`config.mk`:
```
export PLATFORM = sky130hd
export DESIGN_NAME = toeplitz_word_serializer_flat
export DESIGN_NICKNAME = d
export VERILOG_FILES = /design/src/rtl/toeplitz_pkg.sv /design/src/rtl/toeplitz_word_serializer_if.sv /design/src/rtl/toeplitz_word_fifo.sv /design/src/rtl/toeplitz_word_serializer.sv /design/src/flat_wrapper.sv
export SDC_FILE = /design/constraint.sdc
export NUM_CORES = 1
export LEC_CHECK = 0
export ABC_AREA = 0
export CORE_MARGIN = 4
export CORE_UTILIZATION = 55
export CTS_BUF_LIST = sky130_fd_sc_hd__clkbuf_8
export CTS_CLUSTER_DIAMETER = 30
export DETAILED_ROUTE_END_ITERATION = 16
export PLACE_DENSITY_LB_ADDON = 0.1
export RECOVER_POWER = 50
export SYNTH_ARGS = -nofsm -noshare
export SYNTH_HDL_FRONTEND = slang
export SYNTH_SLANG_ARGS = --single-unit
```
`constraint.sdc`:
```
create_clock -name clk -period 4.86 [get_ports clk]
set_input_delay 0.972 -clock clk [delete_from_list [all_inputs] [get_ports clk]]
set_output_delay 0.972 -clock clk [all_outputs]
set_load 0.01 [all_outputs]
```
`src/rtl/toeplitz_pkg.sv`:
```
// Shared definitions for the Toeplitz extractor output path: defaults, sizing helpers
// and the serializer state type.
package toeplitz_pkg;

  localparam int DEF_BS    = 64;
  localparam int DEF_N     = 256;
  localparam int DEF_L     = 128;
  localparam int DEF_W     = 8;
  localparam int DEF_DEPTH = 4;
  localparam int DEF_DCW   = 16;

  localparam int NCHUNK    = DEF_L / DEF_W;

  typedef enum logic {
    IDLE = 1'b0,
    SEND = 1'b1
  } ser_state_t;

  function automatic int nchunk(input int l, input int w);
    return l / w;
  endfunction

  function automatic int level_w(input int depth);
    return $clog2(depth) + 1;
  endfunction

endpackage

```
`src/rtl/toeplitz_word_serializer_if.sv`:
```
// Word-in / chunk-stream-out bundle of the Toeplitz word serializer, plus its status.
interface toeplitz_word_serializer_if
  import toeplitz_pkg::*;
#(
  parameter int L     = DEF_L,
  parameter int W     = DEF_W,
  parameter int DEPTH = DEF_DEPTH,
  parameter int DCW   = DEF_DCW
);
  localparam int LVW = level_w(DEPTH);

  logic [L-1:0]   q_in;
  logic           qstrobe_in;
  logic [W-1:0]   dout;
  logic           dout_valid;
  logic           dout_last;
  logic           dout_ready;
  logic [LVW-1:0] level;
  logic           overflow;
  logic [DCW-1:0] drop_cnt;

  modport master (
    input  q_in, qstrobe_in, dout_ready,
    output dout, dout_valid, dout_last, level, overflow, drop_cnt
  );

  modport slave (
    output q_in, qstrobe_in, dout_ready,
    input  dout, dout_valid, dout_last, level, overflow, drop_cnt
  );

endinterface

```
`src/rtl/toeplitz_word_fifo.sv`:
```
// Single-clock register-array FIFO of L-bit words; occupancy comes from an explicit count.
module toeplitz_word_fifo
  import toeplitz_pkg::*;
#(
  parameter int L     = DEF_L,
  parameter int DEPTH = DEF_DEPTH
) (
  input  logic                     clk,
  input  logic                     reset,
  input  logic                     push,
  input  logic [L-1:0]             din,
  output logic                     full,
  input  logic                     pop,
  output logic [L-1:0]             dout,
  output logic                     empty,
  output logic [$clog2(DEPTH):0]   level
);
  localparam int AW = $clog2(DEPTH);
  localparam logic [AW:0] CNT_FULL = (AW+1)'(DEPTH);

  logic [L-1:0]  mem [DEPTH];
  logic [AW-1:0] wptr;
  logic [AW-1:0] rptr;
  logic [AW:0]   cnt;
  logic          wr;
  logic          rd;

  assign full  = (cnt == CNT_FULL);
  assign empty = (cnt == '0);
  assign wr    = push && !full;
  assign rd    = pop && !empty;
  assign dout  = mem[rptr];
  assign level = cnt;

  always_ff @(posedge clk) begin
    if (reset) begin
      wptr <= '0;
      rptr <= '0;
      cnt  <= '0;
    end else begin
      if (wr) wptr <= wptr + 1'b1;
      if (rd) rptr <= rptr + 1'b1;
      case ({wr, rd})
        2'b10:   cnt <= cnt + 1'b1;
        2'b01:   cnt <= cnt - 1'b1;
        default: cnt <= cnt;
      endcase
    end
  end

  always_ff @(posedge clk) begin
    if (wr) mem[wptr] <= din;
  end

endmodule

```
`src/rtl/toeplitz_word_serializer.sv`:
```
// Buffers extracted L-bit words and streams them LSB-first as W-bit chunks over valid/ready,
// counting words dropped when the buffer is full.
module toeplitz_word_serializer
  import toeplitz_pkg::*;
#(
  parameter int L     = DEF_L,
  parameter int W     = DEF_W,
  parameter int DEPTH = DEF_DEPTH,
  parameter int DCW   = DEF_DCW
) (
  input  logic                          clk,
  input  logic                          reset,
  toeplitz_word_serializer_if.master    bus
);
  localparam int NCH = nchunk(L, W);
  localparam int IW  = (NCH > 1) ? $clog2(NCH) : 1;
  localparam int LVW = level_w(DEPTH);
  localparam logic [IW-1:0] IDX_LAST = IW'(NCH - 1);

  generate
    if (L % W != 0) begin : g_bad_width
      $fatal(1, "toeplitz_word_serializer: L must be a multiple of W");
    end
    if (DEPTH < 2 || (DEPTH & (DEPTH - 1)) != 0) begin : g_bad_depth
      $fatal(1, "toeplitz_word_serializer: DEPTH must be a power of 2 and >= 2");
    end
  endgenerate

  function automatic logic [DCW-1:0] sat_inc(input logic [DCW-1:0] v);
    return (&v) ? v : v + 1'b1;
  endfunction

  ser_state_t     state;
  ser_state_t     state_nxt;
  logic [L-1:0]   sreg;
  logic [IW-1:0]  idx;
  logic           last_r;
  logic           load;
  logic           beat;
  logic           fifo_full;
  logic           fifo_empty;
  logic [L-1:0]   head;
  logic [LVW-1:0] fifo_level;
  logic           ovf;
  logic [DCW-1:0] dcnt;

  toeplitz_word_fifo #(.L(L), .DEPTH(DEPTH)) u_fifo (
    .clk   (clk),
    .reset (reset),
    .push  (bus.qstrobe_in),
    .din   (bus.q_in),
    .full  (fifo_full),
    .pop   (load),
    .dout  (head),
    .empty (fifo_empty),
    .level (fifo_level)
  );

  assign beat = (state == SEND) && bus.dout_ready;

  always_ff @(posedge clk) begin
    if (reset) state <= IDLE;
    else       state <= state_nxt;
  end

  // Reloading on the final beat keeps the stream gap-free between words.
  always_comb begin
    state_nxt = state;
    load      = 1'b0;
    case (state)
      IDLE: begin
        if (!fifo_empty) begin
          load      = 1'b1;
          state_nxt = SEND;
        end
      end
      SEND: begin
        if (beat && last_r) begin
          if (!fifo_empty) load = 1'b1;
          else             state_nxt = IDLE;
        end
      end
      default: state_nxt = IDLE;
    endcase
  end

  always_ff @(posedge clk) begin
    if (reset) begin
      sreg   <= '0;
      idx    <= '0;
      last_r <= 1'b0;
    end else if (load) begin
      sreg   <= head;
      idx    <= '0;
      last_r <= (NCH == 1);
    end else if (beat) begin
      sreg   <= sreg >> W;
      idx    <= idx + 1'b1;
      last_r <= ((idx + 1'b1) == IDX_LAST);
    end
  end

  // Fullness is judged on the pre-edge count, so a same-cycle pop never saves the word.
  always_ff @(posedge clk) begin
    if (reset) begin
      ovf  <= 1'b0;
      dcnt <= '0;
    end else if (bus.qstrobe_in && fifo_full) begin
      ovf  <= 1'b1;
      dcnt <= sat_inc(dcnt);
    end
  end

  always_comb begin
    bus.dout       = sreg[W-1:0];
    bus.dout_valid = (state == SEND);
    bus.dout_last  = (state == SEND) && last_r;
    bus.level      = fifo_level;
    bus.overflow   = ovf;
    bus.drop_cnt   = dcnt;
  end

endmodule
```
`src/flat_wrapper.sv`:
```
// flat-port wrapper written by rule: the top's interface ports become plain ports
module toeplitz_word_serializer_flat import toeplitz_pkg::*;
#(
  parameter int L     = DEF_L,
  parameter int W     = DEF_W,
  parameter int DEPTH = DEF_DEPTH,
  parameter int DCW   = DEF_DCW
)
  (clk, reset, bus_q_in, bus_qstrobe_in, bus_dout_ready, bus_dout, bus_dout_valid, bus_dout_last, bus_level, bus_overflow, bus_drop_cnt);
  toeplitz_word_serializer_if #(.L(L), .W(W), .DEPTH(DEPTH), .DCW(DCW)) bus_i ();
  input  logic clk;
  input  logic reset;
  input wire logic [$bits(bus_i.q_in)-1:0] bus_q_in;
  input wire logic [$bits(bus_i.qstrobe_in)-1:0] bus_qstrobe_in;
  input wire logic [$bits(bus_i.dout_ready)-1:0] bus_dout_ready;
  output wire logic [$bits(bus_i.dout)-1:0] bus_dout;
  output wire logic [$bits(bus_i.dout_valid)-1:0] bus_dout_valid;
  output wire logic [$bits(bus_i.dout_last)-1:0] bus_dout_last;
  output wire logic [$bits(bus_i.level)-1:0] bus_level;
  output wire logic [$bits(bus_i.overflow)-1:0] bus_overflow;
  output wire logic [$bits(bus_i.drop_cnt)-1:0] bus_drop_cnt;
  assign bus_i.q_in = bus_q_in;
  assign bus_i.qstrobe_in = bus_qstrobe_in;
  assign bus_i.dout_ready = bus_dout_ready;
  assign bus_dout = bus_i.dout;
  assign bus_dout_valid = bus_i.dout_valid;
  assign bus_dout_last = bus_i.dout_last;
  assign bus_level = bus_i.level;
  assign bus_overflow = bus_i.overflow;
  assign bus_drop_cnt = bus_i.drop_cnt;
  toeplitz_word_serializer #(.L(L), .W(W), .DEPTH(DEPTH), .DCW(DCW)) u_core (.clk(clk), .reset(reset), .bus(bus_i));
endmodule
```
# Yosys cells after proc, flatten, opt, wreduce, memory -nomap -nowiden
# Memory sizes are Yosys's and may differ from the RTL's. A register that Yosys moved wholly into a read port is not among the register bits.
# Cells that the tools add are included.
[word_totals] mem_count=1 input_bits=132 ram_bits=512 out_inout_bits=30 wordCells=48 ff_bits=158
[classes] eq_ne=4 reduce_logical=14 mux=12 n_addsub=6 n_bitwise=2
[mem_list] name="u_core.u_fifo.mem" depth=4 width=128 read_ports=1 rd_ports_with_merged_regs=1 write_ports=1 line_no="toeplitz_word_fifo.sv:21" text="logic [L-1:0] mem [DEPTH];"
[ops] cell="128-bit two-way mux" n=2
[ops] cell="16-bit by 1-bit adder with 16-bit output (second input constant)" n=1
[ops] cell="16-bit AND reduction" n=1
[ops] cell="1-bit logical AND" n=6
[ops] cell="3-bit one-hot mux with 2 select lines" n=1
[ops] cell="1-bit two-way mux" n=5
[ops] cell="2-bit by 1-bit adder with 2-bit output (second input constant)" n=2
[ops] cell="4-bit by 1-bit adder with 4-bit output (second input constant)" n=1
[ops] cell="4-bit equality test (second input constant)" n=1
[ops] cell="2-bit two-way mux" n=2
[ops] cell="1-bit one-hot mux with 2 select lines" n=2
[ops] cell="2-bit nonzero test" n=2
[ops] cell="3-bit by 1-bit adder with 3-bit output (second input constant)" n=1
[ops] cell="3-bit equality test (second input constant)" n=1
[ops] cell="3-bit logical NOT" n=1
[ops] cell="3-bit by 1-bit subtractor with 3-bit output (second input constant)" n=1
[ops] cell="2-bit by 1-bit equality test with 1-bit output (second input constant)" n=1
[ops] cell="2-bit equality test (second input constant)" n=1
[ops] cell="1-bit logical NOT" n=2
[ops] cell="1-bit inverter" n=2
[ops] cell="2-bit AND reduction" n=1
[ops] cell="2-bit OR reduction" n=1

# Logic depth before layout (Yosys ltp)
# Gate-level depths: netlist of run 1.
[logic_depth] depth_word=7 mapped_depth=10 depth_no_buf=9

# Modules after synthesis
# A second synthesis of run 1 with hierarchy kept.
[unflattened] hier_cells=1562 area_unflattened_um2=25569.5
[modules_own_cells] mod="toeplitz_word_fifo" seq_area_each_um2=15554.9 area_each_um2=19042.0 cells_per_inst=722 instances=1
[modules_own_cells] mod="toeplitz_word_serializer" seq_area_each_um2=3022.9 area_each_um2=6527.5 cells_per_inst=840 instances=1

# Worst setup path after synthesis of run 1
# OpenSTA, ideal clock, no wires.
[synth_timing] path_kind="input -> register" from="input port bus_qstrobe_in" to="memory u_core.u_fifo.mem[1][0] in the netlist's numbering (enable)" n_path_buf=0 required_ns=4.358 t_arrival_ns=4.376 setup_slack_ns=-0.019 setup_time_ns=0.502 stages=3 path_cell_list="inv_1 a31oi_1 and2_1"
[synth_via] elab_chain_len=3
[synth_rtl] element="start: declaration" line_no="flat_wrapper.sv:14" text="input wire logic [$bits(bus_i.qstrobe_in)-1:0] bus_qstrobe_in;"
[synth_rtl] element="1-bit logical AND" line_no="toeplitz_word_fifo.sv:30" text="assign wr = push && !full;"
[synth_rtl] element="1-bit two-way mux" line_no="toeplitz_word_fifo.sv:52" text="if (wr) mem[wptr] <= din;"
[synth_rtl] element="1-bit two-way mux (not written as such)" line_no="toeplitz_word_fifo.sv:52"
[synth_rtl] element="end: declaration" line_no="toeplitz_word_fifo.sv:21"
# Every way passes these cells.

# Worst setup path in the final report of run 1
[layout_timing] from="input port bus_qstrobe_in" to="memory u_core.u_fifo.mem[0][48] in the netlist's numbering (enable)"
# The elaborated chain is that of the path after synthesis.

==> metrics.txt, run 1 <==
CTS Buf Count 132; post-CTS setup buffer count 0; die area 49800 sq um; largest net degree at the start of global routing 97; Initial Utilization 0.559; met2 wire len 26500 um; Netlist cell types 45; R2R cell count 4; Post-Syn Area 25500 sq um; delay of the slowest cell on the worst path 1490 ps; post-CTS sizing 0; vias in the first global route 14800; cells along the critical path dlygate4sd3_1 -> inv_1 -> a31oi_1 -> and2_1 -> buf_4; flop and latch count out of synthesis 672; Slew headroom -0.465; Seq/Total Area, Yosys 0.729; Leakage 0.00983 uW; Switch Pwr 5260 uW; hold violation count in the final report 0; WL met1 23400 um; DR iter-0 viols 1053; Cells on Worst Hold Path 2; Comb pwr share 0.223; MaxCap Viol Count 3; fillers 3225; clk slew on worst S/H paths 60 ps; die height 223 um; Clk pwr share 0.321; CTS tree done; CP max stage cell and2_1; GPL Wtd Cong 0.779; Max IR drop VDD 0.424 mV; chip width 223 um; pwr dens 577 nW/um^2; Detailed Routing Iterations Pass 1 7; number of enable flip-flop cells after synthesis 512; Worst setup SP type input port; io pins 162; crit share post-route 0.770; WL/cell 21.8 um; row cnt 78; hold crit path type register to register; Routed WL 54200 um; most frequent cells in the layout edfxtp_1, nand2_1, dfxtp_1; synth warn 0; core area 45600 sq um; Post-CTS Hold Fix Bufs 0; internal power 12200 uW; Synth area leader edfxtp_1; Area growth, synth to finish 19.1%; ys async rst share 0; fmax 267 MHz; grt total ovfl 0; CP arrival 4160 ps; CP max FO 32; Slew Limit Fails 150; nets 1911; clk buf depth 3; Avg Cell Area, Syn 16.3 sq um; cell family with the largest share of critical-path delay simple AND/OR/NAND/NOR gates; main flop type after synthesis edfxtp_1; Crit. End Element register; final core occ 0.666; Post-Syn Instances 1563; critical path required time 5280 ps; Port Buffer Count 161; later-pin clock latency in the skew report 750 ps; Seq pwr share 0.456; WP buf/inv 3; switch share 0.301; highest metal used met5; fin crit period 3740 ps; met3 WL 3260 um; worst-margin pin slew 2200 ps; failing checks max-capacitance violations, max-slew violations; H-tree depth 4; Reg area 18600 sq um; commonest non-fill, non-tap cell in the layout edfxtp_1; Max Clock Skew 18.0 ps; total global routing track utilization 0.223; drt drc 0; post-synth top area share 0.604; WP depth 5; CP Class input port to register; Routed Antenna Nets 0; largest cells by area after synthesis edfxtp_1, dfxtp_1, mux4_2, a311oi_1, nand2_1; status complete, but fails checks; clk sink count 672; Setup Viol. Count Final 0; detailed-placement wirelength estimate 31500 um; final setup TNS 0 ps; drt via density 5.80; Multi-input gate area 6330 sq um; Net Count, Synth 1704; initial antenna violation count 9; share of layout cells above drive strength 1 0.191; RSZ-0062 raised after global routing no; vias post-DR 14400; root buf cell clkbuf_8; first-pass GRT wire length 85300 um
==> metrics by stage <==
| stage | setup slack [ps] | hold WS, ps | instance area [sq um] | power (uW) | cells |
|---|---|---|---|---|---|
| after global routing | 916 | 487 | 30300 | 18400 | 2478 |
| after global placement | 1110 | 453 | 27700 | 11900 | 2236 |
| final | 1120 | 465 | 30300 | 17500 | 2482 |
| after detailed placement | 1040 | 461 | 27700 | 12000 | 2236 |
| after floorplan | 1380 | 448 | 25500 | 10800 | 1563 |
| after CTS | 1870 | 473 | 30400 | 17700 | 2476 |
==> area by class of cell <==
type	instances	share of cell area
clock buffers	139	0.0631
repair buffers	184	0.0633
clock inverters	101	0.0260
diodes	6	0.000495
flip-flops and latches	672	0.612
inverters	10	0.00124
well taps	600	0.0247
multi-input cells	770	0.209
==> per-layer routing <==
metal	global-route usage	vias to the layer above
met5	0	-
met4	0.0779	2
met3	0.0518	72
met2	0.351	419
met1	0.311	7389
li1	-	6519
==> path summary, 6_finish.rpt <==
| path | startpoint | to | slack [ps] |
|---|---|---|---|
| worst max-delay path | bus_qstrobe_in | u_core.u_fifo.mem[0][48]$_DFFE_PP_ | 1120 |
| worst min-delay path | u_core.bus.overflow$_SDFFE_PP0P_ | u_core.bus.overflow$_SDFFE_PP0P_ | 470 |
| worst max register to register | u_core.u_fifo.level[0]$_SDFFE_PP0P_ | u_core.u_fifo.mem[0][48]$_DFFE_PP_ | 1350 |
| worst min register to register | u_core.bus.overflow$_SDFFE_PP0P_ | u_core.bus.overflow$_SDFFE_PP0P_ | 470 |
==> power by group through the flow <==
stage	logic [uW]	registers, uW	clock network (uW)
final	3900	7970	5620
after global routing	4300	8080	6060
after CTS	3980	7980	5750
after detailed placement	3960	8080	0
after global placement	3890	8040	0
after floorplan	3050	7790	0
==> worst reg2reg max path, cell delays in order, from the launching register on <==
cell	delay, ps
dfxtp_1	450
inv_1	130
a31oi_1	590
and2_1	1500
buf_4	520
==> kinds of logic (layout without fill, tap and decap cells) <==
| logic type | count (synthesis) | after routing | share of synthesized area |
|---|---|---|---|
| buf+inv | 121 | 434 | 0.0219 |
| other cells | 0 | 6 | 0 |
| compound gates | 157 | 157 | 0.0500 |
| fa+ha+maj | 9 | 9 | 0.00472 |
| flops | 672 | 672 | 0.729 |
| simple gates | 463 | 463 | 0.0761 |
| xor+xnor | 8 | 8 | 0.00275 |
| mux | 133 | 133 | 0.115 |
==> flip-flops by register name, indices dropped and copies added (netlist names), named ones only <==
| register | cells |
|---|---|
| u_core.bus.overflow | 1 |
| u_core.u_fifo.mem | 512 |
| u_core.bus.dout_valid | 1 |
| u_core.bus.drop_cnt | 16 |
| u_core.u_fifo.rptr | 2 |
| u_core.sreg | 128 |
| u_core.u_fifo.level | 3 |
| u_core.last_r | 1 |
| u_core.u_fifo.wptr | 2 |
| u_core.idx | 4 |
==> synthesized netlist by cell type (5+ instances only) <==
| library cell | number |
|---|---|
| buf_2 | 33 |
| nand4_1 | 7 |
| nand3_1 | 13 |
| nor4_1 | 5 |
| a311oi_1 | 121 |
| mux4_2 | 128 |
| clkbuf_1 | 59 |
| nor2b_1 | 5 |
| inv_1 | 10 |
| buf_4 | 16 |
| nor2_1 | 141 |
| and2_1 | 7 |
| a21oi_1 | 20 |
| dfxtp_1 | 160 |
| edfxtp_1 | 512 |
| nand2_1 | 254 |
| nor3_1 | 9 |
| ha_1 | 8 |
Power figures use the tool's default switching activity.
==> run 2, diff against run 1 <==
Clock period 4.86 ns to 3.1 ns, I/O delays scaled along.
==> metrics.txt, run 2 (same netlist as run 1, synthesis figures left out) <==
Area growth, synth to finish 19.9%; RSZ-0062 raised after global routing no; hold violation count in the final report 0 (unchanged); worst-margin pin slew 1020 ps (-1180 ps); DR iter-0 viols 1197 (+14%); Placed Instances 2245 (+0.40%); first-pass GRT wire length 83400 um (-2.2%); Routed WL 52800 um (-2.6%); Max Clock Skew 21.1 ps (+3.08 ps); Setup crit end u_core.u_fifo.mem[1][11]$_DFFE_PP_; CP Launch Point u_core.u_fifo.level[0]$_SDFFE_PP0P_; Leakage 0.0100 uW (+2.2%); H-tree depth 4 (unchanged); total power 27500 uW (+57%); root buf cell clkbuf_8; most frequent cells in the layout edfxtp_1, nand2_1, dfxtp_1; hold crit path type input port to register; drt drc 0 (unchanged); io pins 162 (unchanged); clk sink count 672 (unchanged); Detailed Routing Iterations Pass 1 6 (-1); Setup Viol. Count Final 0 (unchanged); number of flip-flops in the largest register 512 (unchanged); share of layout cells above drive strength 1 0.190 (-0.000939); reg-to-reg startpoint u_core.u_fifo.level[0]$_SDFFE_PP0P_; post-CTS setup buffer count 0 (unchanged); core area 45600 sq um (unchanged); vias post-DR 14400 (-0.19%); fmax 378 MHz; CP max FO 22 (-31%); pwr dens 900 nW/um^2 (+56%); Slew headroom 0.322 (+0.788); Place WS 249 ps (-788 ps); nets 1921 (+0.52%); chip width 223 um (unchanged); Port Buffer Count 161 (unchanged); later-pin clock latency in the skew report 730 ps (-20 ps); detailed-placement wirelength estimate 30300 um (-3.8%); status finished clean; row cnt 78 (unchanged); die height 223 um (unchanged); drt via density 5.78 (-0.39%); PnR worst setup slack 454 ps (-665 ps); vias in the first global route 14900 (+0.45%); initial antenna violation count 14 (+5); largest register by flop count u_core.u_fifo.mem; largest net degree at the start of global routing 153 (+58%); CTS Buf Count 133 (+0.76%); MaxCap Viol Count 0 (-3); Post-Layout Cell Count 2487 (+0.20%); GPL Wtd Cong 0.753 (-3.4%); fin crit period 2650 ps; grt total ovfl 0 (unchanged); hold_sp reset; clk slew on worst S/H paths 60 ps (about the same); Post-CTS Hold Fix Bufs 0 (unchanged); clk buf depth 3 (unchanged); commonest non-fill, non-tap cell in the layout edfxtp_1; total global routing track utilization 0.217 (-0.00604); Max IR drop VDD 1.01 mV (+140%); Routed Antenna Nets 0 (unchanged); CP Class register to register; Reg2Reg Setup Slack 450 ps (-900 ps); critical path required time 3480 ps (-1800 ps); Crit. End Element register; post-CTS sizing 0 (unchanged); CTS tree done; Worst setup SP type register; R2R cell count 5 (+1); Reg-to-Reg End u_core.u_fifo.mem[1][11]$_DFFE_PP_; die area 49800 sq um (unchanged); WL/cell 21.2 um (-2.8%); crit share post-route 0.853; Initial Utilization 0.559 (unchanged); CP arrival 3020 ps (-1140 ps); Slew Limit Fails 0 (-100%)
## run 2: cell type report
class | count | area [sq um]
clock buffers | 148 | 2040
multi-input cells | 770 | 6350
diodes | 7 | 17.5
flip-flops and latches | 672 | 18600
fillers | 3149 | 15000
repair buffers | 193 | 2080
well taps | 600 | 751
inverters | 10 | 37.5
clock inverters | 87 | 677
## run 2: power breakdown
part           switching, uW  internal, uW
clock network           3580          5290
logic                   3630          2650
registers                797         11500
## run 2: through the flow
stage          TNS [ps]  hold slack, ps  cell area (sq um)   util
3_3_place_gp          0             452              27900  0.612
4_1_cts               0             308              30600  0.671
3_5_place_dp          0             462              27900  0.612
5_1_grt               0             354              30500  0.670
2_1_floorplan    -13470             448              25500      -
6_report              0             366              30500  0.670
## run 2: how the worst min path moves through the flow
| stage | to | cells after the start |
|---|---|---|
| finish | u_core.u_fifo.wptr[1]$_SDFFE_PP0P_ | 2 |
| global route | u_core.u_fifo.rptr[0]$_SDFFE_PP0P_ | 2 |
| CTS | u_core.u_fifo.level[0]$_SDFFE_PP0P_ | 2 |
| detailed placement | u_core.bus.overflow$_SDFFE_PP0P_ | 2 |
| global placement | u_core.bus.overflow$_SDFFE_PP0P_ | 2 |
| floorplan | u_core.sreg[120]$_SDFFE_PP0P_ | 2 |
## run 2: worst max-delay path, stage by stage, from the launching register on
cell	delay, ps
dfxtp_1	460
inv_1	120
a31oi_1	320
clkbuf_1	300
and2_0	600
buf_4	460
## run 2: routing by layer
metal | wire [um] | share of wire | vias to the layer above | GRT usage
met4 | 1070 | 0.020 | 2 | 0.0772
li1 | - | - | 6536 | -
met3 | 3370 | 0.064 | 92 | 0.0495
met1 | 22300 | 0.42 | 7290 | 0.300
met2 | 26000 | 0.49 | 454 | 0.345
met5 | 7 | 0.00013 | - | 0
